`config.mk`:
```
export PLATFORM = sky130hd
export DESIGN_NAME = instruction_fetch
export DESIGN_NICKNAME = d
export VERILOG_FILES = /design/src/rtl/instruction_fetch_pkg.sv /design/src/rtl/instruction_fetch.sv
export SDC_FILE = /design/constraint.sdc
export NUM_CORES = 1
export LEC_CHECK = 0
export ABC_AREA = 1
export CAP_MARGIN = 20
export CORE_MARGIN = 10
export CORE_UTILIZATION = 44
export CTS_BUF_LIST = sky130_fd_sc_hd__clkbuf_4
export CTS_CLUSTER_DIAMETER = 40
export DETAILED_ROUTE_END_ITERATION = 12
export GPL_ROUTABILITY_DRIVEN = 0
export PLACE_DENSITY = 0.81
export SYNTH_ARGS = -nofsm -noshare
export SYNTH_HDL_FRONTEND = slang
export SYNTH_SLANG_ARGS = --single-unit
```
`constraint.sdc`:
```
create_clock -name clk -period 1.75 [get_ports clk]
set_input_delay 0.35 -clock clk [delete_from_list [all_inputs] [get_ports clk]]
set_output_delay 0.35 -clock clk [all_outputs]
set_load 0.02 [all_outputs]
```
`src/rtl/instruction_fetch_pkg.sv`:
```
// Shared constants for the byte-serial instruction fetch stage.
package instruction_fetch_pkg;

  localparam int BYTE_W          = 8;
  localparam int INSTR_W         = 32;
  localparam int CNT_W           = 16;
  localparam int BYTES_PER_INSTR = INSTR_W / BYTE_W;

  localparam logic FETCH = 1'b0;
  localparam logic HOLD  = 1'b1;

  // Big-endian lane placement: lane 0 (lsbs=0) lands in the top byte.
  localparam int LANE_LSB [BYTES_PER_INSTR] = '{24, 16, 8, 0};

endpackage

```
`src/rtl/instruction_fetch.sv`:
```
// Byte-serial instruction fetch: assembles four memory bytes into one word,
// hands it to decode over valid/ready and steps the PC with update pulses.
//
// state | meaning
// FETCH | capturing byte byte_cnt (0..3) from memory at the PC
// HOLD  | complete instruction presented to decode, waiting for instr_ready
module instruction_fetch
  import instruction_fetch_pkg::*;
(
  input  logic               clk,
  input  logic               rst,
  input  logic               enable,
  input  logic [BYTE_W-1:0]  mem_rdata,
  input  logic [1:0]         pc_lsbs,
  output logic               update_lsbs,
  output logic               update_msbs,
  output logic [INSTR_W-1:0] instr,
  output logic               instr_valid,
  input  logic               instr_ready,
  input  logic               redirect,
  output logic [CNT_W-1:0]   instr_count,
  output logic               align_err
);

  logic       state;
  logic [1:0] byte_cnt;
  logic       capture;
  logic       last_byte;
  logic       accept;

  assign capture   = !rst && (state == FETCH) && enable;
  assign last_byte = (byte_cnt == 2'(BYTES_PER_INSTR - 1));
  assign accept    = !rst && (state == HOLD) && instr_ready;

  // PC's update_msbs outranks jump/branch, so it must stay low on a redirect.
  assign update_lsbs = capture && !last_byte;
  assign update_msbs = accept && !redirect;
  assign instr_valid = (state == HOLD);

  always_ff @(posedge clk or posedge rst) begin
    if (rst) begin
      state    <= FETCH;
      byte_cnt <= '0;
    end else begin
      case (state)
        FETCH: begin
          if (enable) begin
            if (last_byte) begin
              state    <= HOLD;
              byte_cnt <= '0;
            end else begin
              byte_cnt <= byte_cnt + 2'd1;
            end
          end
        end
        HOLD: begin
          if (instr_ready) begin
            state    <= FETCH;
            byte_cnt <= '0;
          end
        end
        default: begin
          state    <= FETCH;
          byte_cnt <= '0;
        end
      endcase
    end
  end

  // Lanes are overwritten progressively; the previous word is never cleared.
  always_ff @(posedge clk or posedge rst) begin
    if (rst) begin
      instr <= '0;
    end else if (capture) begin
      for (int i = 0; i < BYTES_PER_INSTR; i++) begin
        if (byte_cnt == 2'(i)) begin
          instr[LANE_LSB[i] +: BYTE_W] <= mem_rdata;
        end
      end
    end
  end

  always_ff @(posedge clk or posedge rst) begin
    if (rst) begin
      instr_count <= '0;
      align_err   <= 1'b0;
    end else begin
      if (accept) begin
        instr_count <= instr_count + 1'b1;
      end
      if (capture && (pc_lsbs != byte_cnt)) begin
        align_err <= 1'b1;
      end
    end
  end

endmodule

```
; ---- Word level (Yosys, flattened, before mapping)
; Index checks and enable logic that the tools add are counted.
[classes]
bitwise_logic = 1
addsub = 2
reduce_logical = 16
muxes = 8
n_eq_ne = 6
[op_table]
columns = operator, n
row1 = 16-bit by 1-bit adder with 16-bit output (second input constant), 1
row2 = 2-bit AND reduction, 5
row3 = 1-bit logical AND, 7
row4 = 2-bit 2-to-1 mux, 3
row5 = 2-bit equality test (second input constant), 2
row6 = 2-bit != test (second input constant), 2
row7 = 2-bit one-hot mux with 2 select lines, 1
row8 = 1-bit logical NOT, 3
row9 = 1-bit 2-to-1 mux, 3
row10 = 2-bit by 1-bit adder with 2-bit output (second input constant), 1
row11 = 2-bit by 1-bit equality test with 1-bit output (second input constant), 1
row12 = 2-bit logical NOT, 1
row13 = 2-bit != test, 1
row14 = 1-bit one-hot mux with 2 select lines, 1
row15 = 1-bit inverter, 1
[totals]
input_bits = 15
elab_cells = 41
reg_bits = 52
output_inout_bits = 52

; ---- Longest topological paths before layout
; Gate-level depths: netlist (run 1).
[depth]
ltp_word = 4
ltp_mapped = 7
depth_no_buf = 7

; ---- Least setup slack after synthesis (run 1)
; OpenSTA, ideal clock, no wires.
[synth_timing]
path_type = input-to-output
start = input port rst
end = output port update_msbs
t_arrival_ps = 1573
path_stages = 3
slack_ps = -173
required_time_ps = 1400
path_buffers = 0
path_cell_list = inv_2 -> nand3_2 -> nor2_1
[synth_via]
elab_chain_len = 4
[synth_lines]
columns = item, line_no
row1 = "start, declared", instruction_fetch.sv:11  ; input logic rst,
row2 = 1-bit logical NOT (no line), n/a
row3 = 1-bit logical AND (2 in series), instruction_fetch.sv:33  ; assign accept = !rst && (state == HOLD) && instr_ready;
row4 = 1-bit logical AND, instruction_fetch.sv:37  ; assign update_msbs = accept && !redirect;
row5 = "end, declared", instruction_fetch.sv:16  ; output logic update_msbs,
; No other way between the ends.

; ---- Final worst setup path (run 1)
; Same ends and word-level chain as after synthesis.

==> results of run 1 <==
[worst max-delay path: cells and delay by family]
kind,cells,cell delay [ns]
buffers and inverters,3,0.85
AND/OR/NAND/NOR,2,0.16
[report_power, final]
group	switching (mW)	internal, mW	total (mW)
sequential	0.253	1.61	1.86
combinational	1.25	0.949	2.20
clock	0.388	0.152	0.541
total	1.89	2.71	4.60
[what timing repair did]
| action | CTS | global route |
|---|---|---|
| gates resized for setup | 29 | 33 |
| cloned | 0 | 0 |
| setup endpoints to repair | 23 | 31 |
[per-stage QoR]
stage               util [%]  setup slack, ns  total power, mW  hold slack [ns]
floorplan                  -            0.126             3.13            0.281
global placement        61.1           -0.291             4.18            0.447
detailed placement      61.1           -0.332             4.25            0.457
CTS                     61.6         0.000450             4.72            0.492
global route            63.2         -0.00850             4.95            0.516
finish                  63.2           0.0288             4.60            0.484
[metal layers]
layer	up-vias	global-route usage, %	part of all wire, %
li1	911	-	-
met1	862	15.0	43
met2	57	21.6	47
met3	6	6.55	8.5
met4	0	3.73	0.99
met5	-	0	0
[registers in the layout, summed over array words and instances (netlist names)]
name and cells:
byte_cnt 2, instr_count 16, instr 32, align_err 1, instr_valid 1
[layout make-up]
cell class,instances,area [sq um]
Fill cell,443,1890
Inverter,22,85.1
Clock inverter,3,18.8
Clock buffer,5,37.5
Multi-Input combinational cell,160,938
Sequential cell,52,1300
Tap cell,70,87.6
Timing Repair Buffer,76,781
[layout by cell type (no fill, tap or decap), types with 2 or more instances in the layout]
master / synthesis / final
buf_4: 0 / 11
clkbuf_4: 0 / 5
clkdlybuf4s50_1: 0 / 14
clkinvlp_4: 0 / 2
dfrtp_1: 52 / 51
dlygate4sd2_1: 0 / 21
dlymetal6s2s_1: 0 / 29
ha_1: 5 / 4
inv_1: 20 / 20
nand2_1: 62 / 62
nand2_2: 4 / 4
nand2_4: 5 / 5
nand3_1: 6 / 6
nand3_2: 2 / 2
nor2_1: 16 / 16
nor2_4: 3 / 3
nor3_1: 3 / 2
o21ai_0: 4 / 4
o21ai_1: 18 / 18
o21ai_2: 16 / 16
xnor2_1: 7 / 7
xor2_1: 5 / 5
[logic make-up (layout without fill, tap and decap cells)]
logic type	count (synthesis)	in the layout	share of synthesized area (%)
AND/OR/NAND/NOR	104	104	21.5
flip-flops	52	52	55.1
AO/OA/AOI/OAI	39	39	10.9
buffers and inverters	26	106	5.41
XOR/XNOR	12	12	4.45
adder cells (fa/ha/maj)	5	5	2.65
[worst paths after layout]
| kind | startpoint | to | slack, ns | cells past startpoint |
|---|---|---|---|---|
| worst max-delay path | rst | update_msbs | 0.03 | 5 |
| worst min-delay path | align_err$_DFFE_PP0P_ | align_err$_DFFE_PP0P_ | 0.48 | 2 |
| worst max register to register | instr_count[1]$_DFFE_PP0P_ | instr_count[14]$_DFFE_PP0P_ | 0.29 | 6 |
| worst min register to register | align_err$_DFFE_PP0P_ | align_err$_DFFE_PP0P_ | 0.48 | 2 |
| max in group asynchronous | rst | instr_valid$_DFF_PP0_ | 0.74 | 3 |
| min in group asynchronous | rst | instr_valid$_DFF_PP0_ | 0.58 | 3 |
==> results.json, run 1 <==
{
  "outcome": "complete, no violations",
  "rsz0062_at_grt": "true",
  "io_buffers": 66,
  "worstPathCellList": "clkdlybuf4s50_1 > inv_4 > nand3_2 > nor2_1 > clkdlybuf4s15_2",
  "synth_nets": 258,
  "start_util_pct": 45.9,
  "grt_antenna_before_repair": 0,
  "drv_cap": 0,
  "fp.dieW_microns": 93.2,
  "crit_slowest_cell": "clkdlybuf4s50_1",
  "cts_setup_buffers": 0,
  "diodes": 0,
  "synthTopCellsByArea": "dfrtp_1 55%, nand2_1 9.9%, o21ai_2 5.9%",
  "fin_tns_setup_ns": 0,
  "vias": 1836,
  "core.rowCount": 26,
  "cts.sinks": 52,
  "dieArea_sq_um": 8690,
  "finalSetupViolations": 0,
  "synth_most_common_cell": "nand2_1",
  "place_hpwl_microns": 4320,
  "ir_drop_mv": 0.862,
  "cts_tree": "done",
  "avgSynthCellArea_sq_um": 9.91,
  "vias_per_cell": 4.73,
  "final_hold_viol_count": 0,
  "total_leakage_power_nw": 1.90,
  "worstPathRequired_ns": 1.40,
  "dr.pass1.iters": 4,
  "hp-class": "flip-flop to flip-flop",
  "post-route-period-util_pct": 98.4,
  "synth.largest_area_cell": "dfrtp_1",
  "worst_slew_pin_slew_ns": 0.641,
  "clockRootBuffer": "clkbuf_4",
  "layout-drive-gt1-share_pct": 17.3,
  "synthCells": 238,
  "ys.flop_type": "dfrtp_1",
  "ctsHoldBuffers": 0,
  "yosysTopAreaCellShare_pct": 55.1,
  "synth_edf_count": 0,
  "die_y_microns": 93.2,
  "critPathLaunchType": "primary input",
  "nets": 337,
  "synth_area_sq_um": 2360,
  "cts_buffers": 5,
  "synth_cell_types": 22,
  "post_dp_cell_area_sq_um": 3140,
  "async_reset_ff_share_pct": 100,
  "htreeDepth": 2,
  "synth_common_cells": "62 x nand2_1, 52 x dfrtp_1, 20 x inv_1",
  "finalClockSkew_ns": 0.0166,
  "synth-seq-area-share_pct": 55.1,
  "wl_per_cell_microns": 14.6,
  "core-area_sq_um": 5140,
  "synth_warnings": 0,
  "cp_max_fo": 3,
  "area_delta_synth_final_pct": 37.8,
  "arrival_ns": 1.37,
  "min_period_ns": 1.72,
  "grt_max_degree": 53,
  "instances_no_fill": 388,
  "endpoint_kind": "output pin",
  "io_pins": 67,
  "dr.first_iter.drc_count": 73,
  "path_class": "primary input to output pin",
  "post-route-cell-area_sq_um": 3250,
  "insertion_delay_ns": 0.37,
  "grt_pass1_wl_microns": 9350,
  "cp_slowest_stage_delay_ns": 0.49,
  "routed_wl_microns": 5670,
  "clkSlewWorstSetupHoldPaths_ns": 0.15,
  "synth-seq-cells": 52,
  "drcViolationCount": 0,
  "fmax_mhz": 581,
  "overflow": 0,
  "post-place-cells": 380,
  "slew_headroom_pct": 57.3,
  "finalMaxSlewViolations": 0,
  "cts_buffer_depth": 2,
  "grt_usage_pct": 13.3,
  "grt_pass1_vias": 1931,
  "p_per_area_nw_per_um2": 1420,
  "ant_nets": 0
}
Power figures use the tool's default switching activity.
==> run 2, diff against run 1 <==
--- a/config.mk
+++ b/config.mk
@@ -10,7 +10,7 @@
 export CORE_MARGIN = 10
 export CORE_UTILIZATION = 44
 export CTS_BUF_LIST = sky130_fd_sc_hd__clkbuf_4
-export CTS_CLUSTER_DIAMETER = 40
+export CTS_CLUSTER_DIAMETER = 200
 export DETAILED_ROUTE_END_ITERATION = 12
 export GPL_ROUTABILITY_DRIVEN = 0
 export PLACE_DENSITY = 0.81
==> results of run 2 <==
The final DEF is identical to that of run 1; final timing and power are the same.
==> run 3, diff against run 2 <==
==> constraint.sdc (replaced) <==
create_clock -name clk -period 1.75 [get_ports clk]
set_input_delay 0.35 -clock clk [delete_from_list [all_inputs] [get_ports clk]]
set_output_delay 0.35 -clock clk [all_outputs]
set_load 0.1 [all_outputs]
==> results.json, run 3 (same netlist as run 1, synthesis figures left out) <==
{
  "outcome": "complete, no violations",
  "arrival_ns": 1.39,
  "clkSlewWorstSetupHoldPaths_ns": 0.15,
  "vias_per_cell": 4.81,
  "vias": 1872,
  "core.rowCount": 26,
  "post-route-cell-area_sq_um": 3820,
  "top_register": "instr",
  "wl_met3_microns": 547,
  "grt_antenna_before_repair": 0,
  "start_util_pct": 45.9,
  "cp_max_fo": 2,
  "route.met2.wl_microns": 2960,
  "overflow": 0,
  "ant_nets": 0,
  "ctsHoldBuffers": 0,
  "rsz0062_at_grt": "true",
  "critPathLaunchType": "flip-flop",
  "met1Wirelength_microns": 2410,
  "final_hold_viol_count": 0,
  "drv_cap": 0,
  "min_period_ns": 1.74,
  "drcViolationCount": 0,
  "post-route-period-util_pct": 99.5,
  "place_hpwl_microns": 4690,
  "cts_buffers": 5,
  "area_delta_synth_final_pct": 61.8,
  "wl_per_cell_microns": 15.3,
  "layout-drive-gt1-share_pct": 36.1,
  "core-area_sq_um": 5140,
  "htreeDepth": 2,
  "fmax_mhz": 574,
  "diodes": 0,
  "routed_wl_microns": 5970,
  "path_class": "flip-flop to output pin",
  "cts.sinks": 52,
  "fp.dieW_microns": 93.2,
  "worstPathRequired_ns": 1.40,
  "reg_top3": "instr x32, instr_count x16, byte_cnt x2",
  "cts_buffer_depth": 2,
  "timing.final.ws_setup_ns": 0.00903,
  "worst_slew_pin_slew_ns": 0.635,
  "grt_max_degree": 53,
  "grt_usage_pct": 14.3,
  "io_buffers": 66,
  "dp_slack_ns": -0.0171,
  "fillers": 359,
  "finalMaxSlewViolations": 0,
  "layout_commonest_cell": "nand2_1",
  "hold-worst-slack_ns": 0.381,
  "die_y_microns": 93.2,
  "nets": 338,
  "clockRootBuffer": "clkbuf_4",
  "reg2reg_slack_ns": 0.29,
  "dr.first_iter.drc_count": 95,
  "grt_pass1_wl_microns": 10000,
  "slew_headroom_pct": 57.7,
  "cts_tree": "done",
  "multi_input_area_sq_um": 978,
  "dieArea_sq_um": 8690,
  "insertion_delay_ns": 0.36,
  "reg2regPathDepth": 7,
  "routed.top_layer": "met4",
  "regArea_sq_um": 1310,
  "grt_pass1_vias": 2016,
  "endpoint_kind": "output pin",
  "io_pins": 67,
  "finalSetupViolations": 0,
  "dr.pass1.iters": 5,
  "hp-class": "primary input to async pin",
  "final_cell_mix": "62 x nand2_1, 52 x buf_12, 44 x dfrtp_1",
  "largest_register_ff_count": 32,
  "finalClockSkew_ns": 0.00816,
  "post_dp_cell_area_sq_um": 3660
}
## run 3: cell count changes in the layout (fill, tap and decap cells not counted), sizes merged
cell and change:
clkinvlp -1, clkdlybuf4s15 -1, dlymetal6s2s -29, bufinv +1, clkdlybuf4s50 -2, buf +52
dlygate4sd2 -19
## run 3: per-stage QoR
stage / TNS [ns] / std cells / utilization [%]
final: 0 / 389 / 74.3
after CTS: -0.0157 / 388 / 73.9
after detailed placement: -0.0472 / 375 / 71.2
after global placement: 0 / 375 / 71.2
after floorplan: -0.221 / 238 / -
after global routing: -0.0998 / 389 / 74.3
## run 3: critical path: stages, from the launching register on
cell,delay [ns]
dfrtp_1,0.44
ha_4,0.18
nor3_4,0.21
buf_12,0.20
## run 3: cell type report
type | count | area share [%]
clock buffer | 5 | 0.983
tap | 70 | 2.29
sequential | 52 | 34.4
multi-input combinational | 160 | 25.6
timing repair buffer | 77 | 33.1
inverter | 22 | 2.43
clock inverter | 3 | 1.11
## run 3: worst paths after layout
path / to / startpoint
setup reg to reg: instr[25]$_DFFE_PP0P_ / instr_valid$_DFF_PP0_
hold reg to reg: instr_count[8]$_DFFE_PP0P_ / instr_count[8]$_DFFE_PP0P_
setup / recovery: update_lsbs / byte_cnt[1]$_DFFE_PP0P_
min in group clk: instr_count[8]$_DFFE_PP0P_ / instr_count[8]$_DFFE_PP0P_
max in group asynchronous: instr_valid$_DFF_PP0_ / rst
hold / removal: instr_count[0]$_DFFE_PP0P_ / rst
## run 3: metal layers
| layer | global-route usage [%] | vias to the layer above |
|---|---|---|
| li1 | - | 916 |
| met1 | 15.9 | 883 |
| met2 | 24.1 | 67 |
| met3 | 6.87 | 6 |
| met4 | 3.08 | 0 |
| met5 | 0 | - |
## run 3: what timing repair did
| action | 4_1_cts | 5_1_grt |
|---|---|---|
| gates resized for setup | 6 | 2 |
| setup endpoints to repair | 1 | 2 |
| endpoints found under the hold margin | 0 | 0 |
| setup buffers | 5 | 1 |
| pin swaps | 3 | 2 |
Power of run 3 is not shown: default switching activity piles up to over one toggle a cycle in this logic, so the estimate is an artifact.
